$ cat src/rtl/cp0_unit.sv
// Coprocessor-0 for the pipelined MIPS core: trap decision at the memory stage,
// SR/Cause/EPC state, mfc0/mtc0 access and eret handling.
module cp0_unit #(
    parameter logic [31:0] PRID    = 32'h0000_1234,
    parameter logic [31:0] HANDLER = 32'h0000_4180
) (
    input  logic        clk,
    input  logic        rst_n,
    input  logic [4:0]  addr,
    input  logic        we,
    input  logic [31:0] wdata,
    output logic [31:0] rdata,
    input  logic [31:0] vpc,
    input  logic        bd_in,
    input  logic [4:0]  exc_code,
    input  logic [5:0]  hw_int,
    input  logic        eret,
    output logic        req,
    output logic [31:0] handler_pc,
    output logic [31:0] epc_out
);

    localparam logic [4:0] REG_SR    = 5'd12;
    localparam logic [4:0] REG_CAUSE = 5'd13;
    localparam logic [4:0] REG_EPC   = 5'd14;
    localparam logic [4:0] REG_PRID  = 5'd15;

    logic [5:0]  im_r;
    logic        exl_r;
    logic        ie_r;
    logic        bd_r;
    logic [5:0]  ip_r;
    logic [4:0]  exc_code_r;
    logic [31:0] epc_r;

    logic        int_req_s;
    logic        exc_req_s;
    logic        req_s;
    logic [31:0] trap_epc_s;

    // Trap decision; the rst_n gate keeps req low while registers are held in reset.
    always_comb begin
        int_req_s  = (|(hw_int & im_r)) & ie_r & ~exl_r;
        exc_req_s  = (exc_code != 5'd0) & ~exl_r;
        req_s      = rst_n & (int_req_s | exc_req_s);
        trap_epc_s = bd_in ? (vpc - 32'd4) : vpc;
    end

    // CP0 state: trap capture beats eret, which beats mtc0.
    always_ff @(posedge clk or negedge rst_n) begin
        if (!rst_n) begin
            im_r       <= 6'd0;
            exl_r      <= 1'b0;
            ie_r       <= 1'b0;
            bd_r       <= 1'b0;
            ip_r       <= 6'd0;
            exc_code_r <= 5'd0;
            epc_r      <= 32'd0;
        end else begin
            ip_r <= hw_int;
            if (req_s) begin
                exl_r      <= 1'b1;
                exc_code_r <= int_req_s ? 5'd0 : exc_code;
                bd_r       <= bd_in;
                epc_r      <= trap_epc_s;
            end else if (eret) begin
                exl_r <= 1'b0;
            end else if (we) begin
                case (addr)
                    REG_SR: begin
                        im_r  <= wdata[15:10];
                        exl_r <= wdata[1];
                        ie_r  <= wdata[0];
                    end
                    REG_EPC: epc_r <= wdata;
                    default: begin
                    end
                endcase
            end else begin
                exl_r <= exl_r;
            end
        end
    end

    // mfc0 read mux; not bypassed, so a same-cycle mtc0 shows up next cycle.
    always_comb begin
        rdata = 32'd0;
        case (addr)
            REG_SR:    rdata = {16'd0, im_r, 8'd0, exl_r, ie_r};
            REG_CAUSE: rdata = {bd_r, 15'd0, ip_r, 3'd0, exc_code_r, 2'd0};
            REG_EPC:   rdata = epc_r;
            REG_PRID:  rdata = PRID;
            default:   rdata = 32'd0;
        endcase
    end

    // EPC bypass lets an eret right behind an mtc0 EPC return to the new address.
    always_comb begin
        req        = req_s;
        handler_pc = HANDLER;
        if (we && (addr == REG_EPC)) begin
            epc_out = wdata;
        end else begin
            epc_out = epc_r;
        end
    end

endmodule

$ cat config.mk
export PLATFORM = sky130hd
export DESIGN_NAME = cp0_unit
export DESIGN_NICKNAME = d
export VERILOG_FILES = /design/src/rtl/cp0_unit.sv
export SDC_FILE = /design/constraint.sdc
export NUM_CORES = 1
export LEC_CHECK = 0
export CAP_MARGIN = 20
export CORE_MARGIN = 3
export CORE_UTILIZATION = 26
export DETAILED_ROUTE_END_ITERATION = 10
export SLEW_MARGIN = 20
export SYNTH_ARGS = -nofsm -noshare
export SYNTH_HDL_FRONTEND = slang
export SYNTH_SLANG_ARGS = --single-unit
$ cat constraint.sdc
create_clock -name clk -period 3.4 [get_ports clk]
set_input_delay 0.68 -clock clk [delete_from_list [all_inputs] [get_ports clk]]
set_output_delay 0.68 -clock clk [all_outputs]
set_load 0.02 [all_outputs]
### Word-level counts from Yosys, hierarchy flattened

Cells that the tools add are included.

| storage, ports and cells | value |
|---|---|
| bits in registers | 52 |
| input bits | 85 |
| logic and storage cells | 44 |

| operators by class | value |
|---|---|
| add/sub/neg operators | 1 |
| eq/ne operators | 5 |
| muxes and demuxes | 12 |
| bitwise operators | 9 |
| reduce and logical (&&, ||, !) cells | 10 |

Operators with widths:

| kind | count |
|---|---|
| $mux W32 | 6 |
| $pmux W32 S4 | 1 |
| $sub A32 B3 Y32 const B | 1 |
| $eq A5 B4 Y1 const B | 4 |
| $and A6 B6 Y6 | 1 |
| $reduce_bool A3 Y1 | 2 |
| $reduce_or A6 Y1 | 1 |
| $mux W5 | 1 |
| $reduce_bool A5 Y1 | 1 |
| $and A1 B1 Y1 | 4 |
| $mux W1 | 4 |
| $reduce_and A4 Y1 | 1 |
| $reduce_bool A2 Y1 | 2 |
| $not A1 Y1 | 3 |
| $reduce_and A3 Y1 | 1 |
| $ne A2 B1 Y1 const B | 1 |
| $reduce_and A2 Y1 | 1 |
| $logic_and A1 B1 Y1 | 1 |
| $or A1 B1 Y1 | 1 |

### Logic depth before layout (Yosys ltp)

| logic depth | value |
|---|---|
| depth in word-level cells | 8 |
| depth in mapped cells | 8 |

### Worst setup path before layout

Ideal clock, no wire load.

| timing path | value |
|---|---|
| path type | input -> output |
| start | in addr[1] |
| end | out epc_out[10] |
| arrival time | 2.000 ns |
| required time | 2.720 ns |
| setup slack | 0.720 ns |
| stages on the path | 6 |
| path buffers | 2 |
| cells stage by stage | buf_2 -> and2b_1 -> nand2_1 -> nor2_1 -> buf_2 -> mux2_2 |

| between the ends | value |
|---|---|
| cells in the longest elaborated chain, start to end | 3 |

RTL lines:

| item | line | text |
|---|---|---|
| start, declared | 9 | `input logic [4:0] addr,` |
| $eq A5 B4 Y1 | 101 | `if (we && (addr == REG_EPC)) begin` |
| $logic_and A1 B1 Y1 | 101 |  |
| $mux W32 | 101 |  |
| end, declared | 20 | `output logic [31:0] epc_out` |

No other way between the ends.

### Worst setup path after layout

| timing path | value |
|---|---|
| start | in addr[0] |
| end | out rdata[7] |

| between the ends | value |
|---|---|
| cells in the longest elaborated chain, start to end | 2 |
| elaborated cells on any way between the ends | 5 |
| those cells by class | 4 x eq/ne; 1 x mux |

RTL lines:

| item | line | text |
|---|---|---|
| $eq A5 B4 Y1 | 88 | `case (addr)` |
| $pmux W32 S4 * | 88 |  |
| end, declared | 12 | `output logic [31:0] rdata,` |

Every way passes the cells marked *; elsewhere a longest branch is shown, timed or not.

==> out/metrics.cfg <==
[clocking]
cts_hold_buf=0
cts_resized=32
path_clk_slew_ns=0.07
ctsLongestPathBuffers=2
clk_latency_ns=0.29
numCtsBuffers=5
cts_num_sinks=52
cts_tree=done
h-tree-depth=2
root_buffer=clkbuf_16
cts_setup_buffers=0

[critical_path]
path_max_fanout=17
crit_buf_inv=3
crit_arrival_ns=2.61
end_kind=output port
cpMaxStageDelayCell=clkdlybuf4s50_1
required_ns=2.72
path_cells=clkdlybuf4s50_1 > and2b_1 > nor2b_1 > buf_12 > and2_1 > clkdlybuf4s50_1
cp-start-kind=input pin
slowest_delay_ns=0.62
crit_family=buffers and inverters
path_class=input pin to output port
critPathMostFrequentCell=clkdlybuf4s50_1

[floorplan]
num_rows=44
start_util=0.268
die-area_mm2=0.0166
die_h_um=129
core_area_mm2=0.0146
die_w_um=129
ioPinCount=182

[placed_design]
routabilityCongestion=0.775
dpl_worst_slack_ns=-0.0760
hpwl_um=9560
placedInstanceArea_mm2=0.00560
portBuffers=149

[timing]
relSlewSlack=0.521
report.final.slew_viol_count=0
worstMarginPinSlew_ns=0.719
holdWs_ns=0.525
fmax_ghz=0.304
period_minus_slack_ns=3.29
setup_viol=0
fin_ws_ns=0.107
grt_setup_unrepaired=false
period_share=0.969
skew_ns=0.00749
hold_viol=0
finalSetupTns_ns=0

[routing]
viasPerCell=4.61
antenna_left=0
wl_per_cell_um=16.4
dr.pass1.iters=4
vias=3431
drt_wl_total_um=12200
drt_iter0_drc=158
drcViolationCount=0

[logic_synthesis]
syn_avg_cell_area_um2=9.58
yosysSeqAreaShare=0.331
synth.distinct_cells=39
ys.warnings.count=0
syn-cell-area_mm2=0.00393
syn_inst=410
ys_ff_latch=52

[global_routing]
grt_pass1_vias=3479
grtUsageTotal=0.144
grt-ovfl-total=0
grt_max_degree=57
use_met2=0.242
met3_usage=0.0349
top_usage_layer=met2
gr-usage-met1=0.191
antenna_found_initial=1
grt_pass1_wl_um=19000

[power]
combPwrFrac=0.366
switchingPower_mw=0.760
clock_power_share=0.261
p_leak_nw=2.26
power.share.sequential=0.373
power_density_mw_per_mm2=393
totalPowerFinal_mw=2.25
p_sw_frac=0.338
p_int_mw=1.49
vdd_drop_max_uv=232

[status]
outcome=complete, no violations

[finish]
antenna_cells=0
fin_nets=645
final_area_mm2=0.00573
syn_to_final_growth_pct=45.9
drive_above_1_share=0.132

[job]
maxCapViolCount=0

[hold_path]
hp-class=flip-flop to flip-flop

## metrics by stage
stage / util / std cells
finish: 0.391 / 744
global route: 0.391 / 744
CTS: 0.391 / 744
detailed placement: 0.382 / 736
global placement: 0.382 / 736
floorplan: - / 440
## worst paths after layout
kind / start / end / slack [ns] / cells after the start
max: addr[0] / rdata[7] / 0.11 / 6
min reg2reg: bd_r / bd_r / 0.53 / 1
max reg2reg: im_r[3] / im_r[1] / 1.21 / 5
min: bd_r / bd_r / 0.53 / 1
max in group asynchronous: rst_n / epc_r[8] / 2.36 / 2
min in group asynchronous: rst_n / ip_r[5] / 0.58 / 2
## cell usage in the layout, fill, tap and decap left out, drive strengths merged, types with 7 or more instances in the layout
master,Yosys,layout
a21oi,11,11
and2,17,17
buf,44,19
clkdlybuf4s50,0,116
conb,2,32
dfrtp,52,52
dlygate4sd2,0,32
inv,8,8
mux2,40,40
mux2i,57,57
nand2,21,21
nand3,10,10
nor2,28,28
nor2b,7,7
nor3,10,10
o21ai,19,19
or3,8,8
xnor2,11,11
xor2,18,18
## layer usage
layer	routed length (µm)	vias up	share of wire
li1	-	1666	-
met4	91	0	0.0074
met5	0	-	0
met2	5810	139	0.47
met3	892	6	0.073
met1	5440	1620	0.44
## registers in the layout, indices dropped and copies added, names as in the netlist
register	flops
ip_r	6
bd_r	1
im_r	6
ie_r	1
exc_code_r	5
epc_r	32
exl_r	1
## area by class of cell
type / count / area (µm²)
well taps: 184 / 230
multi-input cells: 325 / 2390
clock inverters: 3 / 42.5
flip-flops and latches: 52 / 1300
fillers: 1481 / 8920
inverters: 8 / 30.0
clock buffers: 5 / 125
repair buffers: 167 / 1610
## Yosys cell counts (all sizes together)
cell type  number  share of area
mux2i          57           0.15
dfrtp          52           0.33
buf            44          0.077
mux2           40           0.12
nor2           28          0.027
nand2          21          0.020
o21ai          19          0.024
xor2           18          0.040
and2           17          0.027
a21oi          11          0.014
clkbuf         11          0.011
xnor2          11          0.025
nand3          10          0.013
nor3           10          0.013
inv             8         0.0076
or3             8          0.013
nor2b           7          0.011
nor4            5          0.012
a211oi          4         0.0076
a22o            3         0.0067
a22oi           3         0.0057
nand4           3         0.0048
nor4b           3         0.0083
conb            2         0.0019
nand2b          2         0.0032
nand3b          2         0.0038
nand4b          2         0.0045
or4             2         0.0038
a31oi           1         0.0016
and2b           1         0.0019
ha              1         0.0032
nor4bb          1         0.0025
o21bai          1         0.0019
o31ai           1         0.0054
or2             1         0.0016
## cell families after synthesis
logic type	Yosys count	share of synthesized area
xor+xnor	29	0.0647
compound gates	43	0.0672
fa+ha+maj	1	0.00319
mux	97	0.267
buf+inv	63	0.0953
flops	52	0.331
simple gates	123	0.170
other cells	2	0.00191
## power by group through the flow
stage                     sequential [mW]  clock (mW)  combinational (mW)
final                               0.840       0.588               0.823
after global routing                0.857       0.629               0.898
after CTS                           0.842       0.607               0.835
after detailed placement            0.851           0               0.901
after global placement              0.849           0               0.890
after floorplan                     0.811           0               0.529
Power figures use the tool's default switching activity.
==> RTL change, RTL diff (same flow settings) <==
Register the input `hw_int` before use, without a reset. The logic sees it one clock later. The other inputs are not delayed to match.
--- a/src/rtl/cp0_unit.sv
+++ b/src/rtl/cp0_unit.sv
@@ -25,6 +25,12 @@
     localparam logic [4:0] REG_EPC   = 5'd14;
     localparam logic [4:0] REG_PRID  = 5'd15;
 
+    logic [5:0] hw_int_q;
+
+    always_ff @(posedge clk) begin
+        hw_int_q <= hw_int;
+    end
+
     logic [5:0]  im_r;
     logic        exl_r;
     logic        ie_r;
@@ -40,7 +46,7 @@
 
     // Trap decision; the rst_n gate keeps req low while registers are held in reset.
     always_comb begin
-        int_req_s  = (|(hw_int & im_r)) & ie_r & ~exl_r;
+        int_req_s  = (|(hw_int_q & im_r)) & ie_r & ~exl_r;
         exc_req_s  = (exc_code != 5'd0) & ~exl_r;
         req_s      = rst_n & (int_req_s | exc_req_s);
         trap_epc_s = bd_in ? (vpc - 32'd4) : vpc;
@@ -57,7 +63,7 @@
             exc_code_r <= 5'd0;
             epc_r      <= 32'd0;
         end else begin
-            ip_r <= hw_int;
+            ip_r <= hw_int_q;
             if (req_s) begin
                 exl_r      <= 1'b1;
                 exc_code_r <= int_req_s ? 5'd0 : exc_code;
Check against the original RTL: not equivalent (a bounded check fails within 4 cycles, from zero or initial values and one cycle with rst_n low).
==> RTL change against the original RTL <==
Area after synthesis increased by 3.4%; wire length increased by 6.4%; final area increased by 7.9%; worst setup slack got worse by 0.037 ns; clock power increased by 66%; power increased by 23%; sequential cell count increased by 6; hold slack got worse by 0.18 ns.
==> RTL change: results (changes against the original RTL) <==
Detailed routing:
- The number of violations reported at the end of detailed-routing iteration 0 is 180 (+14%).
- The detail-routed via count per cell came to 4.59 (-0.56%).
- The total detailed-routing wirelength came to 13000 um (+6.4%).
- The number of optimization iterations in the first detailed-route pass came to 4 (unchanged).

Global routing:
- The overall track demand over capacity in global routing is 15.1% (+0.71 points).
- The pin count of the biggest net entering global routing is 65 (+14%).
- The number of global-route vias before repair came to 3834 (+10%).
- The number of antenna violations at the first check in global routing came to 0 (-1).
- The wire length of the first global-routing pass is 20300 um (+6.7%).
- The total global routing overflow came to 0 (unchanged).

Place:
- The placed wire-length estimate after detailed placement is 10200 um (+7.0%).
- The count of input and output buffers is 149 (unchanged).
- The setup slack after placement came to -0.0216 ns (+0.0544 ns).
- The instance area at placement is 0.00579 mm2 (+3.3%).
- The weighted congestion at the end of routability-driven global placement is 0.798 (+3.0%).

Layout:
- The total of fill cells in the finished design was 1499 (+1.2%).
- The register name with the most flops is epc_r.
- The fraction of layout cells with a size suffix above 1 is 15.0% (+1.7 points).
- The number of nets at the end of the flow is 676 (+4.8%).
- The count of antenna diodes in the layout is 0 (unchanged).
- The number of flip-flops in the largest register came to 32 (unchanged).

CTS:
- The clock network latency to the later pin of the worst-skew pair is 0.32 ns (+0.03 ns).
- The deepest level of the CTS H-tree is 3 (+1).
- The number of buffers added for setup after CTS came to 0 (unchanged).
- The number of gates given a new drive strength after cts is 5 (-84%).
- The total CTS buffers is 9 (+4).
- The clock-pin transition on the worst setup and hold timing paths is 0.06 ns.
- The number of buffers on the longest clock path is 2 (unchanged).
- The clock tree root buffer cell is clkbuf_16.

Logic synthesis:
- The sequential-to-total area share from yosys stat is 35.0% (+1.9 points).
- The count of unique library cells instantiated by Yosys is 45 (+15%).
- The total of warnings raised by yosys is 0 (unchanged).
- By area the synthesized netlist is led by dfrtp_1, mux2_2, buf_4.
- The proportion of synthesized flip-flops having asynchronous set or reset was 89.7% (-10 points).
- Sorting the synthesized cells by how often they occur yields dfrtp_1, buf_4, mux2_2.

STA:
- The final setup skew was 0.00714 ns (-0.000352 ns).
- The relative slew slack is 53.6% (+1.5 points).

Critical path:
- The highest net fanout along the worst path is 17 (unchanged).
- The delay of the slowest cell on the worst path is 0.54 ns (-0.08 ns).
- The worst setup path startpoint is addr[1].
- The data arrival at the endpoint of the critical path is 2.65 ns (+0.04 ns).
- The worst register-to-register path begins at im_r[1].
- The slowest cell on the critical path is clkdlybuf4s50_1.

Run status:
- The flow ran to the end, and the final reports show no timing, DRC or antenna violations.

Pwr:
- The worst IR drop on VDD is 0.219 mV (-5.6%).
- The leakage power figure is 2.57 nW (+14%).

Hold path:
- The worst hold path begins at hw_int_q[1].
- The path class of the lowest-slack min-delay path is reg -> reg.
RTL change: cell types whose count changed in the layout (fill, tap and decap cells not counted), moves of 6 or more:
cell and change:
or3_1 -6, inv_1 -6, xnor2_1 +6, nor2b_1 +20, mux2i_1 -37, xor2_1 -9, nand3_1 -7, a211oi_1 +17
dlymetal6s2s_1 +24, dfxtp_1 +6, a21oi_1 +17, dlygate4sd2_1 -29
RTL change: per-layer routing:
metal  vias to the layer above  GRT usage, %  part of all wire, %
li1                       1794             -                    -
met1                      1746          19.6                   45
met2                       143          24.3                   46
met3                        13          5.16                  8.2
met4                         0          3.63                 0.92
met5                         -             0                    0
RTL change: layout make-up:
cell class / instances / area (um2) / share of cell area, %
repair buffers: 173 / 1750 / 28.3
inverters: 3 / 11.3 / 0.182
clock inverters: 7 / 103 / 1.66
well taps: 211 / 264 / 4.27
clock buffers: 9 / 225 / 3.64
flip-flops and latches: 58 / 1420 / 23.0
multi-input cells: 345 / 2400 / 38.9
RTL change: worst paths after layout:
check | to | slack (ns) | cells past startpoint
setup reg to reg | im_r[3] | 1.00 | 7
max in group asynchronous | epc_r[29] | 2.42 | 2
setup / recovery | epc_out[11] | 0.07 | 6
hold reg to reg | ip_r[1] | 0.35 | 0
hold / removal | ip_r[1] | 0.35 | 0
min in group asynchronous | ip_r[4] | 0.53 | 2
RTL change: per-stage QoR:
stage,cells,TNS [ns]
5_1_grt,806,0
3_5_place_dp,790,-0.0660
6_report,806,0
3_3_place_gp,790,-0.0858
2_1_floorplan,463,0
4_1_cts,806,0
RTL change: kinds of logic (layout without fill, tap and decap cells):
group	count (synthesis)	in the layout	share of synthesized area [%]
simple gates	142	142	20.1
buf+inv	60	192	8.97
other cells	2	32	0.185
mux	60	60	16.7
flops	58	58	35.0
fa+ha+maj	1	1	0.308
compound gates	84	84	13.1
xor+xnor	26	26	5.61
RTL change: critical path, delay by kind of cell:
family / cells / cell delay (ns)
mux: 1 / 0.35
buf+inv: 3 / 1.26
simple gates: 2 / 0.35
RTL change: power breakdown:
group	leakage, nW	switching (W)	total (W)	internal (W)
Clock	0.156	0.000332	0.000979	0.000647
Combinational	1.75	0.000427	0.000890	0.000463
Sequential	0.665	0.0000908	0.000904	0.000813
Total	2.57	0.000850	0.00277	0.00192
